==> config.mk <==
export PLATFORM = sky130hd
export DESIGN_NAME = mem_port_arbiter6
export DESIGN_NICKNAME = d
export VERILOG_FILES = /design/src/rtl/mem_arb_pkg.sv /design/src/rtl/mem_port_arbiter6_rr_pick6.sv /design/src/rtl/mem_port_arbiter6.sv
export SDC_FILE = /design/constraint.sdc
export NUM_CORES = 1
export LEC_CHECK = 0
export CAP_MARGIN = 20
export CORE_AREA = 2 2 546 548
export CTS_CLUSTER_DIAMETER = 50
export DETAILED_ROUTE_END_ITERATION = 12
export DIE_AREA = 0 0 548 550
export SKIP_LAST_GASP = 1
export SYNTH_ARGS = -nofsm -noshare
export SYNTH_HDL_FRONTEND = slang
export SYNTH_SLANG_ARGS = --single-unit
==> constraint.sdc <==
create_clock -name cpu_clock_i -period 3.82 [get_ports cpu_clock_i]
set_clock_uncertainty 0.1 [all_clocks]
set_input_delay 0.382 -clock cpu_clock_i [delete_from_list [all_inputs] [get_ports cpu_clock_i]]
set_output_delay 0.382 -clock cpu_clock_i [all_outputs]
set_load 0.05 [all_outputs]
==> src/rtl/mem_arb_pkg.sv <==
// mem_arb_pkg: shared definitions for the six-way memory port arbiter.
//   - arb_state_e  : arbiter FSM states (IDLE, ISSUE, WAIT)
//   - NUM_REQ      : number of requesters sharing the port
//   - REQ_*        : requester slot indices
//   - idx_add_mod6 : (a + b) mod 6 for indices already in 0..5
//   - is_onehot0   : true when a 6-bit vector has at most one bit set
package mem_arb_pkg;

  localparam int NUM_REQ = 6;

  localparam logic [2:0] REQ_ICACHE   = 3'd0;
  localparam logic [2:0] REQ_DCACHE   = 3'd1;
  localparam logic [2:0] REQ_WB       = 3'd2;
  localparam logic [2:0] REQ_PTW      = 3'd3;
  localparam logic [2:0] REQ_PREFETCH = 3'd4;
  localparam logic [2:0] REQ_UNCACHED = 3'd5;

  typedef enum logic [1:0] {
    IDLE  = 2'd0,
    ISSUE = 2'd1,
    WAIT  = 2'd2
  } arb_state_e;

  // Both operands are valid indices (0..5), so one conditional subtract
  // is enough to wrap the sum.
  function automatic logic [2:0] idx_add_mod6(input logic [2:0] a, input logic [2:0] b);
    logic [3:0] s;
    s = {1'b0, a} + {1'b0, b};
    if (s >= 4'd6) s = s - 4'd6;
    return s[2:0];
  endfunction

  function automatic logic is_onehot0(input logic [5:0] v);
    return (v & (v - 6'd1)) == 6'd0;
  endfunction

endpackage

==> src/rtl/mem_port_arbiter6_rr_pick6.sv <==
// rr_pick6: combinational rotating-priority pick over six requests.
// The search starts at ptr and wraps 5 -> 0; the first set bit wins.
//   req [5:0] : request vector
//   ptr [2:0] : highest-priority slot (0..5)
//   gnt [5:0] : one-hot winner, zero when req is zero
//   idx [2:0] : winner index (0 when req is zero)
module rr_pick6
  import mem_arb_pkg::*;
(
  input  logic [NUM_REQ-1:0] req,
  input  logic [2:0]         ptr,
  output logic [NUM_REQ-1:0] gnt,
  output logic [2:0]         idx
);

  // cand[k] is the slot examined at search step k.
  logic [2:0] cand [NUM_REQ];

  genvar gi;
  generate
    for (gi = 0; gi < NUM_REQ; gi++) begin : g_cand
      assign cand[gi] = idx_add_mod6(ptr, 3'(gi));
    end
  endgenerate

  // Scan from the lowest priority upward so the earliest search step
  // that hits is the last (and therefore final) assignment.
  always_comb begin
    idx = 3'd0;
    for (int k = NUM_REQ - 1; k >= 0; k--) begin
      if (req[cand[k]]) idx = cand[k];
    end
    gnt = (req != '0) ? (6'd1 << idx) : 6'd0;
  end

endmodule

==> src/rtl/mem_port_arbiter6.sv <==
// mem_port_arbiter6: round-robin arbiter sharing one downstream memory
// port between six requesters, one transaction outstanding at a time.
//   cpu_clock_i / cpu_reset_i : clock, synchronous active-high reset
//   req_i, addr_i, we_i, wdata_i : per-requester request and payload
//   grant_o        : one-hot owner of the port, zero when idle
//   resp_valid_o   : one-cycle one-hot response strobe to the owner
//   resp_data_o    : registered response data
//   mem_*          : downstream valid/ready request and one-cycle response
//   arb_error_o    : sticky protocol error
// Optional build macro MEM_PORT_ARB_CHECK_EN enables the protocol checker
// behind arb_error_o; without it arb_error_o is tied low.
module mem_port_arbiter6
  import mem_arb_pkg::*;
#(
  parameter int ADDR_W = 32,
  parameter int DATA_W = 128
) (
  input  logic                           cpu_clock_i,
  input  logic                           cpu_reset_i,
  input  logic [NUM_REQ-1:0]             req_i,
  input  logic [NUM_REQ-1:0][ADDR_W-1:0] addr_i,
  input  logic [NUM_REQ-1:0]             we_i,
  input  logic [NUM_REQ-1:0][DATA_W-1:0] wdata_i,
  output logic [NUM_REQ-1:0]             grant_o,
  output logic [NUM_REQ-1:0]             resp_valid_o,
  output logic [DATA_W-1:0]              resp_data_o,
  output logic                           mem_valid_o,
  input  logic                           mem_ready_i,
  output logic [ADDR_W-1:0]              mem_addr_o,
  output logic                           mem_we_o,
  output logic [DATA_W-1:0]              mem_wdata_o,
  input  logic                           mem_resp_valid_i,
  input  logic [DATA_W-1:0]              mem_resp_data_i,
  output logic                           arb_error_o
);

  arb_state_e           state_reg, state_next;
  logic [NUM_REQ-1:0]   grant_reg, grant_next;
  logic [NUM_REQ-1:0]   resp_valid_reg, resp_valid_next;
  logic [DATA_W-1:0]    resp_data_reg, resp_data_next;
  logic                 mem_valid_reg, mem_valid_next;
  logic [ADDR_W-1:0]    addr_reg, addr_next;
  logic                 we_reg, we_next;
  logic [DATA_W-1:0]    wdata_reg, wdata_next;
  logic [2:0]           ptr_reg, ptr_next;
  logic [2:0]           owner_reg, owner_next;

  logic [NUM_REQ-1:0]   pick_gnt;
  logic [2:0]           pick_idx;

  rr_pick6 u_pick (
    .req (req_i),
    .ptr (ptr_reg),
    .gnt (pick_gnt),
    .idx (pick_idx)
  );

  always_comb begin
    state_next      = state_reg;
    grant_next      = grant_reg;
    resp_valid_next = '0;
    resp_data_next  = resp_data_reg;
    mem_valid_next  = mem_valid_reg;
    addr_next       = addr_reg;
    we_next         = we_reg;
    wdata_next      = wdata_reg;
    ptr_next        = ptr_reg;
    owner_next      = owner_reg;
    case (state_reg)
      IDLE: begin
        // While the response strobe is up we skip arbitration for one
        // cycle, giving the owner time to drop its request.
        if (resp_valid_reg == '0 && req_i != '0) begin
          grant_next     = pick_gnt;
          owner_next     = pick_idx;
          addr_next      = addr_i[pick_idx];
          we_next        = we_i[pick_idx];
          wdata_next     = wdata_i[pick_idx];
          mem_valid_next = 1'b1;
          state_next     = ISSUE;
        end
      end
      ISSUE: begin
        // A response coinciding with acceptance is not taken here.
        if (mem_ready_i) begin
          mem_valid_next = 1'b0;
          state_next     = WAIT;
        end
      end
      WAIT: begin
        if (mem_resp_valid_i) begin
          resp_data_next  = mem_resp_data_i;
          resp_valid_next = grant_reg;
          grant_next      = '0;
          ptr_next        = idx_add_mod6(owner_reg, 3'd1);
          state_next      = IDLE;
        end
      end
      default: state_next = IDLE;
    endcase
  end

  always_ff @(posedge cpu_clock_i) begin
    if (cpu_reset_i) begin
      state_reg      <= IDLE;
      grant_reg      <= '0;
      resp_valid_reg <= '0;
      resp_data_reg  <= '0;
      mem_valid_reg  <= 1'b0;
      addr_reg       <= '0;
      we_reg         <= 1'b0;
      wdata_reg      <= '0;
      ptr_reg        <= REQ_ICACHE;
      owner_reg      <= REQ_ICACHE;
    end else begin
      state_reg      <= state_next;
      grant_reg      <= grant_next;
      resp_valid_reg <= resp_valid_next;
      resp_data_reg  <= resp_data_next;
      mem_valid_reg  <= mem_valid_next;
      addr_reg       <= addr_next;
      we_reg         <= we_next;
      wdata_reg      <= wdata_next;
      ptr_reg        <= ptr_next;
      owner_reg      <= owner_next;
    end
  end

  assign grant_o      = grant_reg;
  assign resp_valid_o = resp_valid_reg;
  assign resp_data_o  = resp_data_reg;
  assign mem_valid_o  = mem_valid_reg;
  assign mem_addr_o   = addr_reg;
  assign mem_we_o     = we_reg;
  assign mem_wdata_o  = wdata_reg;

`ifdef MEM_PORT_ARB_CHECK_EN
  logic err_reg, err_next;

  always_comb begin
    err_next = err_reg;
    if (!is_onehot0(grant_reg))                   err_next = 1'b1;
    if (!is_onehot0(resp_valid_reg))              err_next = 1'b1;
    if (mem_resp_valid_i && (state_reg != WAIT))  err_next = 1'b1;
  end

  always_ff @(posedge cpu_clock_i) begin
    if (cpu_reset_i) err_reg <= 1'b0;
    else             err_reg <= err_next;
  end

  assign arb_error_o = err_reg;
`else
  assign arb_error_o = 1'b0;
`endif

endmodule
# Yosys cells after proc, flatten, opt, wreduce, memory -nomap -nowiden
# Index checks and enable logic that the tools add are counted.
[totals] reg_bits=310 in_bits=1104
[classes] n_addsub=13 magnitude_cmp=14 n_eq_ne=5 n_shift=1 mux=42 n_bitwise=2 reduce_logical=12
[op_table] op="128-bit binary-select mux with 3-bit select" count=1
[op_table] op="128-bit 2-to-1 mux" count=1
[op_table] op="32-bit binary-select mux with 3-bit select" count=1
[op_table] op="3-bit 2-to-1 mux" count=13
[op_table] op="32-bit 2-to-1 mux" count=1
[op_table] op="3-bit by 4-bit < comparator with 1-bit output, second input constant" count=7
[op_table] op="4-bit by 3-bit greater-or-equal comparator with 1-bit output, second input constant" count=6
[op_table] op="1-bit binary-select mux with 3-bit select" count=7
[op_table] op="3-bit subtractor, second input constant" count=7
[op_table] op="6-bit 2-to-1 mux" count=3
[op_table] op="6-bit one-hot mux with 2 select lines" count=1
[op_table] op="1-bit 2-to-1 mux" count=9
[op_table] op="3-bit AND reduction" count=3
[op_table] op="3-bit by 1-bit adder with 4-bit output, second input constant" count=2
[op_table] op="3-bit by 2-bit adder with 4-bit output, second input constant" count=2
[op_table] op="3-bit by 3-bit adder with 4-bit output, second input constant" count=2
[op_table] op="6-bit logical NOT" count=1
[op_table] op="2-bit 2-to-1 mux" count=3
[op_table] op="2-bit inequality test, second input constant" count=3
[op_table] op="2-bit one-hot mux with 3 select lines" count=1
[op_table] op="6-bit nonzero test" count=1
[op_table] op="1-bit by 3-bit left shift with 6-bit output, first input constant" count=1
[op_table] op="2-bit AND reduction" count=2
[op_table] op="2-bit nonzero test" count=2
[op_table] op="other kinds (8)" count=9

# Depth between registers and ports, before layout
# Gate-level depths: netlist of the first run.
[depth] word_depth=15 depth_mapped=18

# Cells and area by module
# From an unflattened synthesis of the first run, not the netlist that was laid out.
[unflattened] hier_cells=1897 hier_area_um2=18855.6
[by_module_without_submodules] module="mem_port_arbiter6" n_inst=1 cells_per_inst=1765 area_per_inst_um2=17873.4 seq_area_each_um2=6206.0
[by_module_without_submodules] module="rr_pick6" n_inst=1 cells_per_inst=132 area_per_inst_um2=982.2 seq_area_each_um2=0.0

# Least setup slack after synthesis of the first run
# Ideal clock, no wire load.
[synth_path] path_kind="reg2reg" from="register ptr_reg[0]" to="register wdata_reg[88] (netlist: mem_wdata_o[88])" setup_ps=117 arrival_ps=3336 t_required_ps=3603 path_slack_ps=267 stages_incl_launch_ff=19 n_path_buf=7 period_less_slack_ps=3553 cell_sequence="dfxtp_1 buf_6 buf_6 inv_1 ha_1 buf_2 buf_2 xnor2_1 a32o_1 nand2_1 a31o_1 a211oi_2 a2bb2oi_1 buf_4 buf_6 buf_2 mux2i_1 a22oi_1 a32o_1"
[synth_between] elab_chain_len=13
[synth_lines] element="start, declared" line="mem_port_arbiter6.sv:45" source="logic [2:0] ptr_reg, ptr_next;"
[synth_lines] element="start signal, assigned" line="mem_port_arbiter6.sv:124" source="ptr_reg <= ptr_next;"
[synth_lines] element="3-bit by 3-bit adder with 4-bit output" line="mem_arb_pkg.sv:28" source="s = {1'b0, a} + {1'b0, b};"
[synth_lines] element="4-bit by 3-bit greater-or-equal comparator with 1-bit output / 3-bit subtractor (equally long branches)" line="mem_arb_pkg.sv:29" source="if (s >= 4'd6) s = s - 4'd6;"
[synth_lines] element="3-bit 2-to-1 mux" line="mem_arb_pkg.sv:29"
[synth_lines] element="1-bit binary-select mux with 3-bit select" line="mem_port_arbiter6_rr_pick6.sv:31" source="if (req[cand[k]]) idx = cand[k];"
[synth_lines] element="1-bit 2-to-1 mux (not written as such)" line="mem_port_arbiter6_rr_pick6.sv:31"
[synth_lines] element="3-bit 2-to-1 mux (5 in a row)" line="mem_port_arbiter6_rr_pick6.sv:31"
[synth_lines] element="3-bit 2-to-1 mux (*)" line="mem_port_arbiter6_rr_pick6.sv:31"
[synth_lines] element="128-bit binary-select mux with 3-bit select (*)" line="mem_port_arbiter6.sv:78" source="wdata_next = wdata_i[pick_idx];"
[synth_lines] element="128-bit 2-to-1 mux (not written as such) (*)" line="mem_port_arbiter6.sv:78"
[synth_lines] element="end signal, assigned" line="mem_port_arbiter6.sv:123" source="wdata_reg <= wdata_next;"
[synth_lines] element="end, declared" line="mem_port_arbiter6.sv:44" source="logic [DATA_W-1:0] wdata_reg, wdata_next;"
# Mark *: on every way between the ends. The rest lies on a longest branch, timed or not. The select of a mux whose other input is x is not followed.
# A chain may end at the register's enable or synchronous reset.

# Final worst setup path of the first run
[layout_path] from="register ptr_reg[0]" to="register addr_reg[3] (netlist: mem_addr_o[3])"
[layout_between] elab_chain_len=13
[layout_lines] element="3-bit by 3-bit adder with 4-bit output" line="mem_arb_pkg.sv:28"
[layout_lines] element="4-bit by 3-bit greater-or-equal comparator with 1-bit output / 3-bit subtractor (equally long branches)" line="mem_arb_pkg.sv:29"
[layout_lines] element="3-bit 2-to-1 mux" line="mem_arb_pkg.sv:29"
[layout_lines] element="1-bit binary-select mux with 3-bit select" line="mem_port_arbiter6_rr_pick6.sv:31"
[layout_lines] element="1-bit 2-to-1 mux (not written as such)" line="mem_port_arbiter6_rr_pick6.sv:31"
[layout_lines] element="3-bit 2-to-1 mux (5 in a row)" line="mem_port_arbiter6_rr_pick6.sv:31"
[layout_lines] element="3-bit 2-to-1 mux (*)" line="mem_port_arbiter6_rr_pick6.sv:31"
[layout_lines] element="32-bit binary-select mux with 3-bit select (*)" line="mem_port_arbiter6.sv:76" source="addr_next = addr_i[pick_idx];"
[layout_lines] element="32-bit 2-to-1 mux (not written as such) (*)" line="mem_port_arbiter6.sv:76"
[layout_lines] element="end signal, assigned" line="mem_port_arbiter6.sv:121" source="addr_reg <= addr_next;"
[layout_lines] element="end, declared" line="mem_port_arbiter6.sv:42" source="logic [ADDR_W-1:0] addr_reg, addr_next;"
# Marked as above.

==> results.txt, run 1 <==
- Starting DRC count in detailed routing: 2,224
- After detailed routing, the number of remaining DRC violations is 0.
* Period utilisation layout: 0.997
- In this run the standard cell core region covers 296,000 µm².
- The number of global-route vias before repair is 25,700.
- Number of setup violations in the final report: 0
- Detailed placement HPWL: 222 mm
- The min-delay analysis places its worst path in the category input pin to flip-flop.
- Derived from the worst setup path, the maximum achievable clock frequency is 263 MHz.
* Sequential share of the synthesized area: 0.327
- During I/O placement, the number of pins put on the boundary was 1,407.
- Shortest clock period the worst path allows after layout: 3810 ps
- Across all layers, the routed design uses 26,900 vias.
* Comb power frac: 0.409
- The clock tree synthesis step divided the H-tree into 3 levels.
- RSZ-0062 raised after global routing: yes
* Final max-slew violation count: 0
- Switching share of power: 0.375
- Buffers inserted during clock tree synthesis total 82.
- Average routed wire per standard cell: 32.5 µm
* Growth of design area from synthesis to finish: 137%
* Area fraction of the dominant cell type after synthesis: 0.327
- Num Clock Sinks: 310
* Final layout net count: 4,940
* Gr usage total: 0.161
- Clock tree from TritonCTS: built
- The internal power of the cells totals 0.0118 W.
- At the end of the flow the core is filled with cells to 0.152.
* Syn nets: 3,268
* Count of max-cap constraint violations: 0
- Synth area leader: dfxtp_1
* Sequential group share of total power: 0.203
- Worst Reg2Reg Path Length in Cells: 16
- The Yosys step of the flow raised 0 warnings.
- For this run, asynchronously set or reset flops after synthesis account for 0.
- The pre-antenna-repair detailed-routing pass consisted of 6 iterations.
- STA puts the critical path data required time at 4380 ps.
- Of the total power, the clock network draws 0.389.
* Total of buffers placed on input and output ports: 1,405
- Outcome: complete, no violations
* Worst Path Max Fanout: 28
* Post-synthesis sequential element count: 310
* Effective utilization at floorplan: 0.0643
* Share of post-route cells with drive strength above 1: 0.156
* Routed wire length: 258 mm
- Overall die area: 301,000 µm²
- Routability-driven placement finished with a final weighted congestion of 0.946.
* Skew-Pair Late Insertion Delay: 800 ps
- Using the TritonRoute via totals, the vias-per-cell ratio works out to 3.39.
- Largest net degree at the start of global routing: 145
- Across all register-to-register paths, the minimum setup slack is 10 ps.
- Worst Max-Slew Pin Slew: 1020 ps
* Count of endpoints failing hold in the final timing report: 0
* Prevailing post-synth register cell: dfxtp_1
- Yosys mapped a number of flops with a built-in enable equal to 0.
- The worst setup path is captured at a flip-flop.
- VDD sags by at most 306 µV.
* Power spent charging and discharging nets: 0.00706 W
- Site Rows: 200
- The die is 550 µm tall.
- The die is 548 µm wide.
- Setup total negative slack on the finished layout was measured at 0 ps.
- Number of buffers on the longest clock path: 4
* Master cell of the clock root buffer: clkbuf_16
- After technology mapping, the gate count stands at 2,153.
* Cell area after synthesis: 19,000 µm²
- Startpoint type of the worst setup path: flip-flop
- In this run, distinct cell masters in the synthesized netlist total 69.
- A synthesized cell averages 8.83 µm².
* Worst hold path depth: 3
- Total overflow reported by the global router: 0
- Headroom to the max-slew limit came out at 0.317.
- Cell area power density: 418 nW/µm²
- Once detail routing completed, the nets flagged for antenna violations numbered 0.
- Clock-pin slew was measured on the worst setup and hold paths at 50 ps.
- After synthesis, the cell types taking the most area are dfxtp_1 33%, mux2i_1 23%, a21oi_1 7.3%.
* Antenna violations before repair: 289
- Static leakage power: 16.8 nW
- The setup path with the least slack is of type flip-flop to flip-flop.
- Data on the critical path arrives at its endpoint at 4370 ps.
* First-pass GRT wire length: 307 mm
-- routing by layer --
layer,vias up,GRT usage,share of wire
li1,11700,-,-
met3,615,0.106,0.15
met4,146,0.0622,0.045
met5,-,0.00438,0.0039
met2,1885,0.247,0.43
met1,12600,0.174,0.37
-- logic make-up (layout without fill, tap and decap cells) --
family	after synthesis	in the layout	share of synthesized area
mux	458	458	0.243
xor+xnor	6	6	0.00316
buf+inv	234	1965	0.0653
compound gates	723	723	0.263
other cells	1	116	0.000197
simple gates	410	410	0.0915
fa+ha+maj	11	11	0.00724
flops	310	310	0.327
-- placed cells by master, fill, tap and decap left out, types with 7 or more instances in the layout --
cell type / instances
a21oi_2: 11
dfxtp_1: 307
clkinvlp_4: 7
dlygate4sd3_1: 76
diode_2: 115
o221a_1: 41
and3_1: 20
o21ai_0: 42
buf_16: 14
buf_6: 24
mux2i_2: 30
buf_4: 235
o22a_1: 15
a21oi_1: 265
a32o_1: 105
a31oi_1: 29
a22o_1: 7
clkinv_2: 10
nor2_1: 21
bufinv_16: 9
clkbuf_16: 98
inv_1: 7
buf_12: 45
o21ai_1: 30
nand2_1: 302
o22ai_1: 28
mux2_2: 16
clkbuf_8: 8
mux2i_4: 18
inv_6: 13
a22oi_1: 101
clkbuf_1: 9
clkdlybuf4s50_1: 1395
nand3_1: 25
mux2i_1: 391
-- critical path, stage by stage (launching register included) --
cell and delay (ps):
dfxtp_4 410, buf_12 140, mux2i_4 290, buf_6 140
mux2i_2 60, a211oi_2 370, a21oi_2 140, buf_4 180
a221o_1 350, buf_4 150, o21ai_4 180, buf_12 170
buf_4 120, nand2b_2 100, buf_12 170, o21ai_1 290
o221a_1 200
-- path summary, 6_finish.rpt --
path | to | start
setup / recovery | mem_addr_o[3] | ptr_reg[0]
hold / removal | resp_data_o[23] | mem_resp_data_i[23]
setup reg to reg | mem_addr_o[3] | ptr_reg[0]
hold reg to reg | resp_data_o[37] | resp_data_o[37]
-- what timing repair did --
action                                  in CTS  in global routing
gates resized for setup                     51                135
buffers inserted                             6                 28
pin swaps                                    5                 17
gates cloned                                 5                 16
hold buffers                                76                  0
endpoints found under the setup margin     144                142
hold endpoints to repair                    89                  0
-- power by group through the flow --
| stage | clock network (W) | registers, W | logic [W] |
|---|---|---|---|
| 2_1_floorplan | 0 | 0.00488 | 0.00219 |
| 3_3_place_gp | 0 | 0.00388 | 0.00710 |
| 3_5_place_dp | 0 | 0.00388 | 0.00710 |
| 4_1_cts | 0.00753 | 0.00382 | 0.00737 |
| 5_1_grt | 0.00761 | 0.00385 | 0.00803 |
| 6_report | 0.00732 | 0.00382 | 0.00769 |
-- Yosys cell counts, drive strengths merged, types with 4 or more instances --
library cell,instances
clkbuf,138
o22ai,30
ha,11
buf,86
nand3,27
and3,21
a31oi,30
o21ai,73
inv,10
a2bb2oi,5
nor2,23
o21a,4
nand2,304
a32o,106
dfxtp,310
a22o,7
o221a,42
o22a,15
a32oi,6
mux2i,439
a21oi,278
a22oi,104
nor3,4
mux2,19
-- metrics by stage --
stage,power [W],worst slack [ps],hold WS (ps),instances,cell area [µm²]
2_1_floorplan,0.00707,267,366,2153,19000
3_3_place_gp,0.0110,-585,341,7553,39500
3_5_place_dp,0.0110,-612,346,7553,39500
4_1_cts,0.0187,-16.6,1.17,7783,43500
5_1_grt,0.0195,-117,48.8,7873,44800
6_report,0.0188,11.4,81.4,7938,45000
-- area by class of cell --
| cell class | instances | area (µm²) |
|---|---|---|
| Clock inverter | 44 | 549 |
| Antenna cell | 115 | 288 |
| Tap cell | 3939 | 4930 |
| Timing Repair Buffer | 1812 | 18500 |
| Fill cell | 33300 | 251000 |
| Inverter | 10 | 47.5 |
| Clock buffer | 99 | 2200 |
| Multi-Input combinational cell | 1609 | 12200 |
| Sequential cell | 310 | 6210 |
Note: power is estimated with default switching activity, not from simulation.
==> inputs of run 2 (changes only) <==
--- a/config.mk
+++ b/config.mk
@@ -6,10 +6,10 @@
 export NUM_CORES = 1
 export LEC_CHECK = 0
 export CAP_MARGIN = 20
-export CORE_AREA = 2 2 546 548
+export CORE_AREA = 2 2 545 547
 export CTS_CLUSTER_DIAMETER = 50
 export DETAILED_ROUTE_END_ITERATION = 12
-export DIE_AREA = 0 0 548 550
+export DIE_AREA = 0 0 547 549
 export SKIP_LAST_GASP = 1
 export SYNTH_ARGS = -nofsm -noshare
 export SYNTH_HDL_FRONTEND = slang
==> run 2 against run 1 <==
Setup slack lost 100 ps. Register-to-register slack worse by 100 ps. Sequential share of layout area decreased by 0.43 points. The run now ends with setup timing left. First-iteration DRC count increased by 12%. Design area increased by 3.2%. Core utilization increased by 0.52 points.
==> results.txt, run 2 (same netlist as run 1, synthesis figures left out) <==
- Site Rows: 200
- Worst Max-Slew Pin Slew: 1110 ps
- Of the cells placed in the final design, the portion with a size suffix greater than 1 is 0.182.
* Period utilisation layout: 1.02
- The worst register-to-register path ends at mem_wdata_o[94].
* Die width: 547 µm
* GP Congestion: 0.966
- For this run, the share of the core covered by cells in the final layout is 0.157.
* Drt pass-1 iters: 8
- Clock tree synthesis selected as its root buffer the cell clkbuf_16.
- Summed over all nets, the switching power comes to 0.00718 W.
- The library cells used most frequently in the layout, excluding fill and tap cells, are 1,394 x clkdlybuf4s50_1, 360 x mux2i_1, 307 x dfxtp_1.
- Kind of capture point of the worst setup path: flip-flop
- In the routed layout, each cell is associated on average with a via count of 3.42.
* Cell area power density: 411 nW/µm²
- Drc violations: 0
- The die is 549 µm tall.
- Setup repair after global routing could not meet its margin everywhere.
- Relative to the synthesized area, the layout overhead comes to 145%.
- Total Neg Setup Slack: -1030 ps
- Final worst slack: -92.2 ps
- Counting every sink on the clock net gives 310.
- Total overflow reported by the global router: 0
- Most common cell after layout, fill and taps aside: clkdlybuf4s50_1
- Count of max-cap constraint violations: 0
- Clock-pin slew of the registers on the worst-case setup and hold paths: 50 ps
- Worst r2r src: ptr_reg[0]
- The startpoint identified for the worst hold timing path is mem_resp_data_i[47].
- Overall die area: 300,000 µm²
- The number of pins with negative max-slew slack in the final report is 0.
- Count of pins on the block boundary: 1,407
* Clock tree from TritonCTS: built
- Data arrives at the worst endpoint at 4420 ps.
* Required time reported for the critical path endpoint: 4330 ps
* Via count of the first global-routing pass: 25,900
- Gr usage total: 0.160
* Skew-Pair Late Insertion Delay: 790 ps
- Internal power component: 0.0119 W
* Total of buffers placed on input and output ports: 1,405
- The placed instances occupy a cell area of 39,600 µm².
* Outcome: complete, but fails checks
- The initial antenna violation count came to 278.
* Violations in the final reports: setup timing
- After layout, the minimum clock period comes to 3910 ps.
- Num CTS Buffers: 75
- Of the total power, the share spent switching nets is 0.376.
* Number of buffers on the longest clock path: 4
- Along the worst path, the maximum fanout reaches 8.
- Sequential cell area: 6210 µm²
- Hold Path Sink: resp_data_o[47]
- Maximum level of the CTS H-tree: 3
* Footprint of the multi-input gates: 12,800 µm²
- Routed wire length: 257 mm
- Setup violations remaining at the end of the flow were counted as 34.
* Average routed wire per standard cell: 32.2 µm
- Across the VDD grid, the largest voltage drop is 315 µV.
- Hold crit path type: input pin to flip-flop
* Overall via count from detail_route: 27,300
* Category of the critical setup timing path: flip-flop to flip-flop
- Sequential group share of total power: 0.200
- Worst Reg2Reg Path Length in Cells: 16
* Placeable core region: 295,000 µm²
- Clock share of power: 0.365
- Final layout net count: 4,995
- Layout filler cell count: 33,100
- Max frequency: 256 MHz
- After legalization and detailed placement, the total HPWL measured 220 mm.
- Once detail routing completed, the nets flagged for antenna violations numbered 0.
- For this configuration, the core starts out at a cell density of 0.0644.
- STA classifies the critical path startpoint as a flip-flop.
- Cell area after layout: 46,500 µm²
- Of the total power, combinational logic draws 0.435.
- Count of endpoints failing hold in the final timing report: 0
- The first global-routing pass estimated 306 mm of wire.
* Setup slack of the most critical reg-to-reg path: -90 ps
- Static leakage power: 17.2 nW
* Relative slew margins: 0.258
* Overall power: 0.0191 W
* Starting DRC count in detailed routing: 2,494
- Entering global routing, the biggest net connects 108 pins.
* Worst hold path depth: 3
[run 2: cell types whose count changed in the layout (fill, tap and decap cells not counted), moves of 10 or more]
cell and change:
a21oi_1 -12, a22oi_2 +22, mux2i_1 -31, buf_8 +10, a22oi_1 -22, mux2i_4 +24, dlygate4sd3_1 +13, buf_12 +24
[run 2: power by group through the flow]
stage	Sequential (W)	Clock (W)	Combinational (W)
after floorplan	0.00488	0	0.00219
after global placement	0.00387	0	0.00713
after detailed placement	0.00388	0	0.00713
after CTS	0.00382	0.00719	0.00763
after global routing	0.00386	0.00728	0.00862
final	0.00382	0.00697	0.00830
[run 2: cell type report]
| class | count | share of cell area |
|---|---|---|
| timing repair buffer | 1874 | 0.421 |
| sequential | 310 | 0.134 |
| clock inverter | 38 | 0.0118 |
| multi-input combinational | 1609 | 0.276 |
| clock buffer | 92 | 0.0440 |
| inverter | 10 | 0.000970 |
| tap | 3939 | 0.106 |
| antenna | 121 | 0.00652 |
[run 2: critical path, stage by stage, from the launching register on]
cell and delay, ps:
dfxtp_2 330, buf_6 110, buf_12 120, mux2i_4 280
a2111oi_0 130, or3_4 360, or2_4 260, a211oi_4 300
a2bb2oi_4 240, buf_12 150, buf_16 150, buf_16 170
buf_12 200, buf_8 130, mux2i_2 230, a22oi_1 150
a32o_1 220
[run 2: worst max path at each step]
stage                    start                to  slack (ps)  cells past startpoint
floorplan           ptr_reg[0]   mem_wdata_o[88]         270                     18
global placement      req_i[1]  mem_wdata_o[105]        -930                     12
detailed placement    req_i[0]  mem_wdata_o[105]        -950                     12
CTS                 ptr_reg[0]   mem_wdata_o[13]        -110                     17
global route        ptr_reg[0]   mem_wdata_o[94]        -190                     16
finish              ptr_reg[0]   mem_wdata_o[94]         -90                     16
[run 2: stage by stage]
step / hold WS (ps) / instances / setup slack, ps
2_1_floorplan: 366 / 2153 / 267
3_3_place_gp: 341 / 7561 / -928
3_5_place_dp: 346 / 7561 / -950
4_1_cts: 0.976 / 7807 / -111
5_1_grt: 48.9 / 7927 / -190
6_report: 76.3 / 7993 / -92.2
[run 2: metal layers]
metal,share of wire,wire length (µm),global-route usage,vias to the layer above
met4,0.044,11400,0.0613,132
met5,0.0035,893,0.00617,-
met1,0.36,93100,0.169,12900
met2,0.43,111000,0.248,1895
met3,0.16,40200,0.111,592
li1,-,-,-,11800
[run 2: timing repair]
item,in CTS,in global routing
hold buffers,89,0
resized for setup,120,248
setup endpoints to repair,153,160
gates cloned,7,19
pin swaps,14,82
endpoints found under the hold margin,112,0
setup buffers,21,51
